File: config.mk
export PLATFORM = sky130hd
export DESIGN_NAME = fetch_stage
export DESIGN_NICKNAME = d
export VERILOG_FILES = /design/src/rtl/fetch_stage.sv
export SDC_FILE = /design/constraint.sdc
export NUM_CORES = 1
export LEC_CHECK = 0
export CELL_PAD_IN_SITES_DETAIL_PLACEMENT = 0
export CELL_PAD_IN_SITES_GLOBAL_PLACEMENT = 2
export CORE_MARGIN = 5
export CORE_UTILIZATION = 38
export DETAILED_ROUTE_END_ITERATION = 6
export PLACE_DENSITY_LB_ADDON = 0.1
export SETUP_SLACK_MARGIN = 0.15
export SLEW_MARGIN = 20
export SYNTH_ARGS = -nofsm -noshare
export SYNTH_HDL_FRONTEND = slang
export SYNTH_SLANG_ARGS = --single-unit
File: constraint.sdc
create_clock -name clk -period 6.9 [get_ports clk]
set_input_delay 1.035 -clock clk [delete_from_list [all_inputs] [get_ports clk]]
set_output_delay 1.035 -clock clk [all_outputs]
set_load 0.02 [all_outputs]
File: src/rtl/fetch_stage.sv
// fetch_stage
//   Fetch stage between the PC register and decode/rename. It issues one
//   instruction-memory read per fetch PC and keeps at most one request in
//   flight. Returned words are pushed as {pc, inst} into a small circular
//   FIFO. Each accepted instruction pulses request_new_inst so the PC register
//   advances. A flush empties the FIFO and kills any in-flight request so that
//   fetch restarts at the redirected PC.
//
// Handshake (out_*): the head entry is presented on out_pc/out_inst while
//   out_valid is high. The consumer takes it in any cycle where
//   out_valid && out_ready. out_* do not depend on out_ready.
//
// Ports
//   clk              clock; all state changes on the rising edge
//   rst_n            synchronous active-low reset
//   pc               current fetch PC (already pc_next while request_new_inst
//                    or flush is high)
//   flush            pipeline flush / redirect
//   request_new_inst one-cycle pulse per accepted instruction
//   imem_addr        word-aligned read address
//   imem_rmask       4'hF for one cycle per issued request, else 4'h0
//   imem_rdata       returned instruction word
//   imem_resp        one-cycle response strobe
//   out_valid        FIFO head valid
//   out_pc/out_inst  head entry (zero while the FIFO is empty)
//   out_ready        consumer ready
//   dbg_state        current FSM state (IDLE=0, WAIT=1, DISCARD=2)
module fetch_stage #(
  parameter int DEPTH = 8
) (
  input  logic        clk,
  input  logic        rst_n,
  input  logic [31:0] pc,
  input  logic        flush,
  output logic        request_new_inst,
  output logic [31:0] imem_addr,
  output logic [3:0]  imem_rmask,
  input  logic [31:0] imem_rdata,
  input  logic        imem_resp,
  output logic        out_valid,
  output logic [31:0] out_pc,
  output logic [31:0] out_inst,
  input  logic        out_ready,
  output logic [1:0]  dbg_state
);

  localparam int AW = $clog2(DEPTH);

  typedef enum logic [1:0] {
    S_IDLE    = 2'd0,
    S_WAIT    = 2'd1,
    S_DISCARD = 2'd2
  } state_t;

  state_t          r_state;
  state_t          w_state_nxt;
  logic [31:0]     r_req_pc;
  logic [AW-1:0]   r_wr_ptr;
  logic [AW-1:0]   r_rd_ptr;
  logic [AW:0]     r_count;
  logic [31:0]     r_pc_mem   [DEPTH];
  logic [31:0]     r_inst_mem [DEPTH];

  logic            w_push;
  logic            w_pop;
  logic            w_can_issue;
  logic            w_issue;
  logic [AW+1:0]   w_count_after;
  logic            w_unused_pc_lsb;

  assign w_unused_pc_lsb = ^pc[1:0];

  // A response is only accepted for a live (not killed) request and never in
  // a flush cycle; reset also blocks it so a stale strobe is ignored.
  assign w_push = rst_n && (r_state == S_WAIT) && imem_resp && !flush;
  assign w_pop  = out_valid && out_ready;

  // Occupancy at the end of this cycle. Issuing only when this leaves a free
  // slot reserves room for the single outstanding response, so a push can
  // never hit a full FIFO.
  assign w_count_after = {1'b0, r_count}
                       + {{(AW+1){1'b0}}, w_push}
                       - {{(AW+1){1'b0}}, w_pop};
  assign w_can_issue   = rst_n && !flush && (w_count_after < (AW+2)'(DEPTH));

  always_comb begin
    w_state_nxt = r_state;
    w_issue     = 1'b0;
    case (r_state)
      S_IDLE: begin
        if (w_can_issue) begin
          w_issue     = 1'b1;
          w_state_nxt = S_WAIT;
        end
      end
      S_WAIT: begin
        if (imem_resp) begin
          if (flush) begin
            w_state_nxt = S_IDLE;
          end else if (w_can_issue) begin
            // Back-to-back: pc already shows the next PC this cycle.
            w_issue     = 1'b1;
            w_state_nxt = S_WAIT;
          end else begin
            w_state_nxt = S_IDLE;
          end
        end else if (flush) begin
          w_state_nxt = S_DISCARD;
        end
      end
      S_DISCARD: begin
        if (imem_resp) begin
          w_state_nxt = S_IDLE;
        end
      end
      default: w_state_nxt = S_IDLE;
    endcase
  end

  always_ff @(posedge clk) begin
    if (!rst_n) begin
      r_state  <= S_IDLE;
      r_req_pc <= '0;
      r_wr_ptr <= '0;
      r_rd_ptr <= '0;
      r_count  <= '0;
    end else begin
      r_state <= w_state_nxt;
      if (w_issue) begin
        r_req_pc <= pc;
      end
      if (flush) begin
        r_wr_ptr <= '0;
        r_rd_ptr <= '0;
        r_count  <= '0;
      end else begin
        if (w_push) begin
          r_wr_ptr <= r_wr_ptr + AW'(1);
        end
        if (w_pop) begin
          r_rd_ptr <= r_rd_ptr + AW'(1);
        end
        r_count <= w_count_after[AW:0];
      end
    end
  end

  // Storage needs no reset: entries are only visible while counted valid.
  always_ff @(posedge clk) begin
    if (w_push) begin
      r_pc_mem[r_wr_ptr]   <= r_req_pc;
      r_inst_mem[r_wr_ptr] <= imem_rdata;
    end
  end

  assign request_new_inst = w_push;
  assign imem_rmask       = w_issue ? 4'hF : 4'h0;
  assign imem_addr        = {pc[31:2], 2'b00};
  assign out_valid        = (r_count != '0);
  assign out_pc           = out_valid ? r_pc_mem[r_rd_ptr]   : 32'h0;
  assign out_inst         = out_valid ? r_inst_mem[r_rd_ptr] : 32'h0;
  assign dbg_state        = r_state;

endmodule

==> impl_metrics.json, run 1 <==
{
  "globalRouteTotalUtil_pct": 15.5,
  "area_growth_pct": 19.1,
  "synth_xor_area_share_pct": 0.202,
  "worst_slew_pin_slew_ns": 1.06,
  "synthArstFlopShare_pct": 0,
  "yosys.area.top_type_share_pct": 70.8,
  "post-place-ws_ns": 1.42,
  "io_pins": 173,
  "cts_root_buf": "clkbuf_16",
  "postSynthCellCount": 1084,
  "cp-end-kind": "output pin",
  "ys_types": 37,
  "powerDensity_nw_per_um2": 336,
  "crit_arrival_ns": 4.40,
  "slew_violations": 0,
  "ys_top_cells_by_area": "edfxtp_1, mux4_2, dfxtp_1",
  "seq_area_um2": 16300,
  "antenna_left": 0,
  "grt_max_degree": 71,
  "grt_first_pass_wirelength_um": 73000,
  "syn_area_um2": 21700,
  "synth_compound_area_share_pct": 1.66,
  "met3_usage_pct": 3.14,
  "cp.required_ns": 5.86,
  "placed_cell_area_um2": 24100,
  "fin_crit_sh_pct": 78.8,
  "io_buffers": 170,
  "layout_common_cells": "edfxtp_1, clkdlybuf4s50_1, mux4_2",
  "clkLatencyLatePin_ns": 0.60,
  "routed_via_density": 5.05,
  "startpoint_type": "input port",
  "syn_area_per_cell_um2": 20.0,
  "die_h_um": 249,
  "worst-path-buf-inv": 4,
  "yosys_warnings": 0,
  "drv_cap": 0,
  "fillers": 4818,
  "finalSetupViolCount": 0,
  "rsz0062_at_grt": "false",
  "status": "finished clean",
  "wl_um": 48400,
  "critPathMostFrequentCell": "clkdlybuf4s50_1",
  "htreeDepth": 2,
  "min_path_type": "reg2reg",
  "synth_top_cell_by_area": "edfxtp_1",
  "dr.first_iter.drc_count": 694,
  "gp_congestion": 0.660,
  "ir_drop_v": 0.000255,
  "clk_pin_slew_ns": 0.06,
  "post-dp-hpwl_um": 25700,
  "final_area_um2": 25800,
  "tns_ns": 0,
  "use_met1_pct": 22.1,
  "cp_max_fo": 33,
  "cp_slowest_cell": "clkdlybuf4s50_1",
  "slowest_delay_ns": 0.61,
  "dr.pass1.iters": 5,
  "min_period_ns": 5.44,
  "dieArea_um2": 62000,
  "cts.sinks": 559,
  "antenna_found_initial": 0,
  "postCtsSetupBuffers": 0,
  "cts_tree": "done",
  "core_area_um2": 56500,
  "slew_headroom_pct": 29.2,
  "ys.flop_type": "edfxtp_1",
  "crit_family": "buffers and inverters",
  "max_freq_mhz": 184,
  "synth_top_family_by_area": "multiplexers",
  "cts_hold_buf": 0,
  "grt.overflow.total": 0,
  "crit_type": "in2out",
  "drive_gt1_share_pct": 21.7,
  "synth_edf_count": 512,
  "start_util_pct": 38.4,
  "grt_pass1_vias": 11200,
  "synth_seq_area_share_pct": 75.2,
  "route.detailed.drc": 0,
  "synth-seq-cells": 559,
  "power.leakage_uw": 0.00789,
  "cts-resized-gates": 0,
  "clk_path_buf_depth": 3,
  "clock_skew_ns": 0.00904,
  "hold_ws_ns": 0.489,
  "finalNetCount": 1327,
  "numCtsBuffers": 59,
  "multi_input_area_um2": 4870,
  "grt-busiest-layer": "met2",
  "post-route-util_pct": 45.8,
  "finalHoldViolations": 0,
  "diodes": 0,
  "use_met2_pct": 25.0,
  "num_vias": 10400,
  "fp.dieW_um": 249,
  "synthMuxAreaShare_pct": 16.2,
  "synth_fa_ha_area_share_pct": 0.496,
  "final_common_cell": "edfxtp_1",
  "synth-simple-area-share_pct": 3.49,
  "crit_chain": "clkdlybuf4s50_1 -> nand2b_1 -> buf_4 -> nor2_1 -> ha_1 -> inv_1 -> fa_1 -> nor2b_4 -> o21ba_1 -> o311a_4 -> and2_4 -> clkdlybuf4s50_1",
  "fin_ws_ns": 1.46,
  "row_count": 87,
  "wire_per_inst_um": 23.6
}
==> sequential cells by signal, summed over array words and instances, names as in the netlist, named ones only <==
signal / count
dbg_state: 2
r_count: 4
r_inst_mem: 256
r_pc_mem: 256
r_rd_ptr: 3
r_req_pc: 32
r_wr_ptr: 3
==> cells by family (layout without fill, tap and decap cells) <==
group,after synthesis,count (layout)
other cells,1,2
mux,192,192
flops,559,559
buf+inv,102,311
compound gates,43,43
simple gates,174,174
fa+ha+maj,8,8
xor+xnor,5,5
==> routing by layer <==
layer  part of all wire (%)  vias up  routed length (um)
met4                    1.5        0                 736
met3                    3.9       54                1880
met5                      0        -                   0
met1                     47     5472               22600
li1                       -     4641                   -
met2                     48      195               23200
==> worst min-delay path, stage by stage, from the launching register on <==
cell and delay (ns):
dfxtp_1 0.31, nand2_1 0.07, a21oi_1 0.06
==> worst paths after layout <==
| check | from | endpoint | slack, ns | cells past startpoint |
|---|---|---|---|---|
| max | flush | imem_rmask[0] | 1.46 | 12 |
| min | r_rd_ptr[1]$_SDFFE_PP0P_ | r_rd_ptr[1]$_SDFFE_PP0P_ | 0.49 | 2 |
| max reg2reg | r_count[3]$_SDFF_PP0_ | r_req_pc[31]$_SDFFE_PN0P_ | 3.05 | 15 |
| min reg2reg | r_rd_ptr[1]$_SDFFE_PP0P_ | r_rd_ptr[1]$_SDFFE_PP0P_ | 0.49 | 2 |
==> through the flow <==
step,instances,total power (uW)
floorplan,1085,5220
global placement,1944,5910
detailed placement,1944,5940
CTS,2049,8810
global route,2050,9080
finish,2050,8680
==> synthesized netlist by cell type (2+ instances only) <==
master    instances
a21oi_1           5
dfxtp_1          47
edfxtp_1        512
buf_1            10
nor2b_1           4
o21ai_1           3
buf_4            38
or3_1             2
o21ai_2          29
nand3_1          37
mux4_2          128
clkbuf_1         24
inv_1             8
buf_8             3
nand2_1          38
ha_1              7
xor2_1            4
mux2i_1          64
buf_2            18
nand2b_1          4
nor2_1           80
nor3_1            4
==> layout make-up <==
class	count	share of cell area, %
inverters	8	0.116
flip-flops and latches	559	63.2
repair buffers	198	7.55
clock inverters	23	0.532
clock buffers	82	6.12
multi-input cells	424	18.9
well taps	756	3.66
==> power by group <==
part | total, uW | switching [uW] | internal [uW]
combinational | 1540 | 923 | 620
sequential | 4290 | 242 | 4050
clock | 2840 | 1250 | 1590
(Power assumes the default switching activity.)
==> run 2, diff against run 1 <==
clock period = 5.53 ns   (was 6.9 ns; I/O delays follow)
==> impl_metrics.json, run 2 (synthesized netlist as in run 1, its figures left out) <==
{
  "status": "finished clean",
  "wl_um": 48400,
  "slowest_delay_ns": 0.61,
  "slew_violations": 0,
  "gp_congestion": 0.665,
  "cp-end-kind": "output pin",
  "dieArea_um2": 62000,
  "r2r_cells": 15,
  "dr.pass1.iters": 4,
  "drive_gt1_share_pct": 21.8,
  "max_freq_mhz": 204,
  "num_vias": 10300,
  "tns_ns": 0,
  "worst_slew_pin_slew_ns": 0.885,
  "grt.overflow.total": 0,
  "die_h_um": 249,
  "globalRouteTotalUtil_pct": 15.6,
  "power.leakage_uw": 0.00797,
  "dr.first_iter.drc_count": 639,
  "worst-path-buf-inv": 4,
  "hold_start": "r_rd_ptr[1]$_SDFFE_PP0P_",
  "crit_cells": 14,
  "cts.sinks": 559,
  "ir_drop_v": 0.000248,
  "crit_arrival_ns": 4.07,
  "slew_headroom_pct": 41.0,
  "clock_skew_ns": 0.0117,
  "critPathMostFrequentCell": "inv_1",
  "fp.dieW_um": 249,
  "htreeDepth": 2,
  "numCtsBuffers": 58,
  "finalNetCount": 1326,
  "powerDensity_nw_per_um2": 428,
  "cts-resized-gates": 0,
  "diodes": 0,
  "clk_pin_slew_ns": 0.06,
  "finalSetupViolCount": 0,
  "r2r-start": "r_count[3]$_SDFF_PP0_",
  "finalHoldViolations": 0,
  "drv_cap": 0,
  "row_count": 87,
  "top_regs": "r_inst_mem (256), r_pc_mem (256), r_req_pc (32)",
  "cp_max_fo": 23,
  "layout_common_cells": "edfxtp_1, clkdlybuf4s50_1, mux4_2",
  "fin_crit_sh_pct": 88.7,
  "postCtsSetupBuffers": 0,
  "post-dp-hpwl_um": 26000,
  "cts_tree": "done",
  "crit_chain": "inv_1 -> ha_1 -> and3_4 -> inv_1 -> nand3_1 -> o21ai_0 -> ha_1 -> inv_1 -> fa_1 -> nor2b_4 -> o311ai_2 -> o311a_4 -> and2_4 -> clkdlybuf4s50_1",
  "post-place-ws_ns": 0.868,
  "io_buffers": 170,
  "routed_via_density": 5.04,
  "rsz0062_at_grt": "false",
  "crit_start": "r_count[3]$_SDFF_PP0_",
  "cp_slowest_cell": "clkdlybuf4s50_1",
  "clkLatencyLatePin_ns": 0.60,
  "start_util_pct": 38.4,
  "crit_type": "reg2out",
  "crit_family": "buffers and inverters",
  "min_path_type": "reg2reg",
  "grt_max_degree": 61,
  "cp.required_ns": 4.70,
  "fillers": 4778,
  "cts_hold_buf": 0,
  "grt_first_pass_wirelength_um": 73300,
  "antenna_left": 0,
  "fin_ws_ns": 0.627,
  "io_pins": 173,
  "cts_root_buf": "clkbuf_16",
  "min_period_ns": 4.90,
  "startpoint_type": "flip-flop",
  "antenna_found_initial": 1,
  "clk_path_buf_depth": 3,
  "core_area_um2": 56500,
  "area_growth_pct": 20.1,
  "route.detailed.drc": 0,
  "min_path_cells": 2,
  "wire_per_inst_um": 23.6,
  "grt_pass1_vias": 11200,
  "final_common_cell": "edfxtp_1"
}
[run 2: cell count changes in the layout (fill, tap and decap cells not counted), moves of 2 or more]
cell       delta
buf_12        +4
buf_4         -3
bufinv_16     +7
clkbuf_1      -9
clkinv_1      +8
clkinv_2      -4
clkinv_8      -2
[run 2: final timing paths]
| path | slack, ns | to |
|---|---|---|
| worst min-delay path | 0.49 | flip-flop |
| worst max-delay path | 0.63 | imem_rmask[0] |
| worst max register to register | 1.83 | r_req_pc[10]$_SDFFE_PN0P_ |
| worst min register to register | 0.49 | flip-flop |
[run 2: worst min-delay path: stages, from the launching register on]
cell and delay, ns:
dfxtp_1 0.31, nand2_1 0.07, a21oi_1 0.06
[run 2: layout make-up]
type	instances	area (um^2)	share of cell area, %
Clock buffer	74	1560	6.00
Inverter	8	30.0	0.115
Timing Repair Buffer	198	1990	7.63
Tap cell	756	946	3.63
Clock inverter	32	323	1.24
Multi-Input combinational cell	424	4880	18.7
Sequential cell	559	16300	62.7
[run 2: per-stage QoR]
step	cells	hold WS [ns]	util (%)	power (uW)	cell area (um^2)
2_1_floorplan	1085	0.462	-	6520	21700
3_3_place_gp	1945	0.474	42.8	7410	24200
3_5_place_dp	1945	0.476	42.8	7440	24200
4_1_cts	2051	0.494	46.1	11300	26100
5_1_grt	2051	0.533	46.1	11700	26100
6_report	2051	0.492	46.1	11200	26100
[run 2: per-layer routing]
metal	share of wire (%)	up-vias	global-route usage, %
met5	0.023	-	0
met4	1.7	2	3.86
met3	4.0	65	2.67
met2	48	185	25.3
met1	46	5441	22.1
li1	-	4648	-
[run 2: power breakdown]
| part | switching [uW] | total (uW) | internal [uW] |
|---|---|---|---|
| sequential | 301 | 5350 | 5050 |
| combinational | 1170 | 1950 | 776 |
| clock | 1560 | 3860 | 2300 |
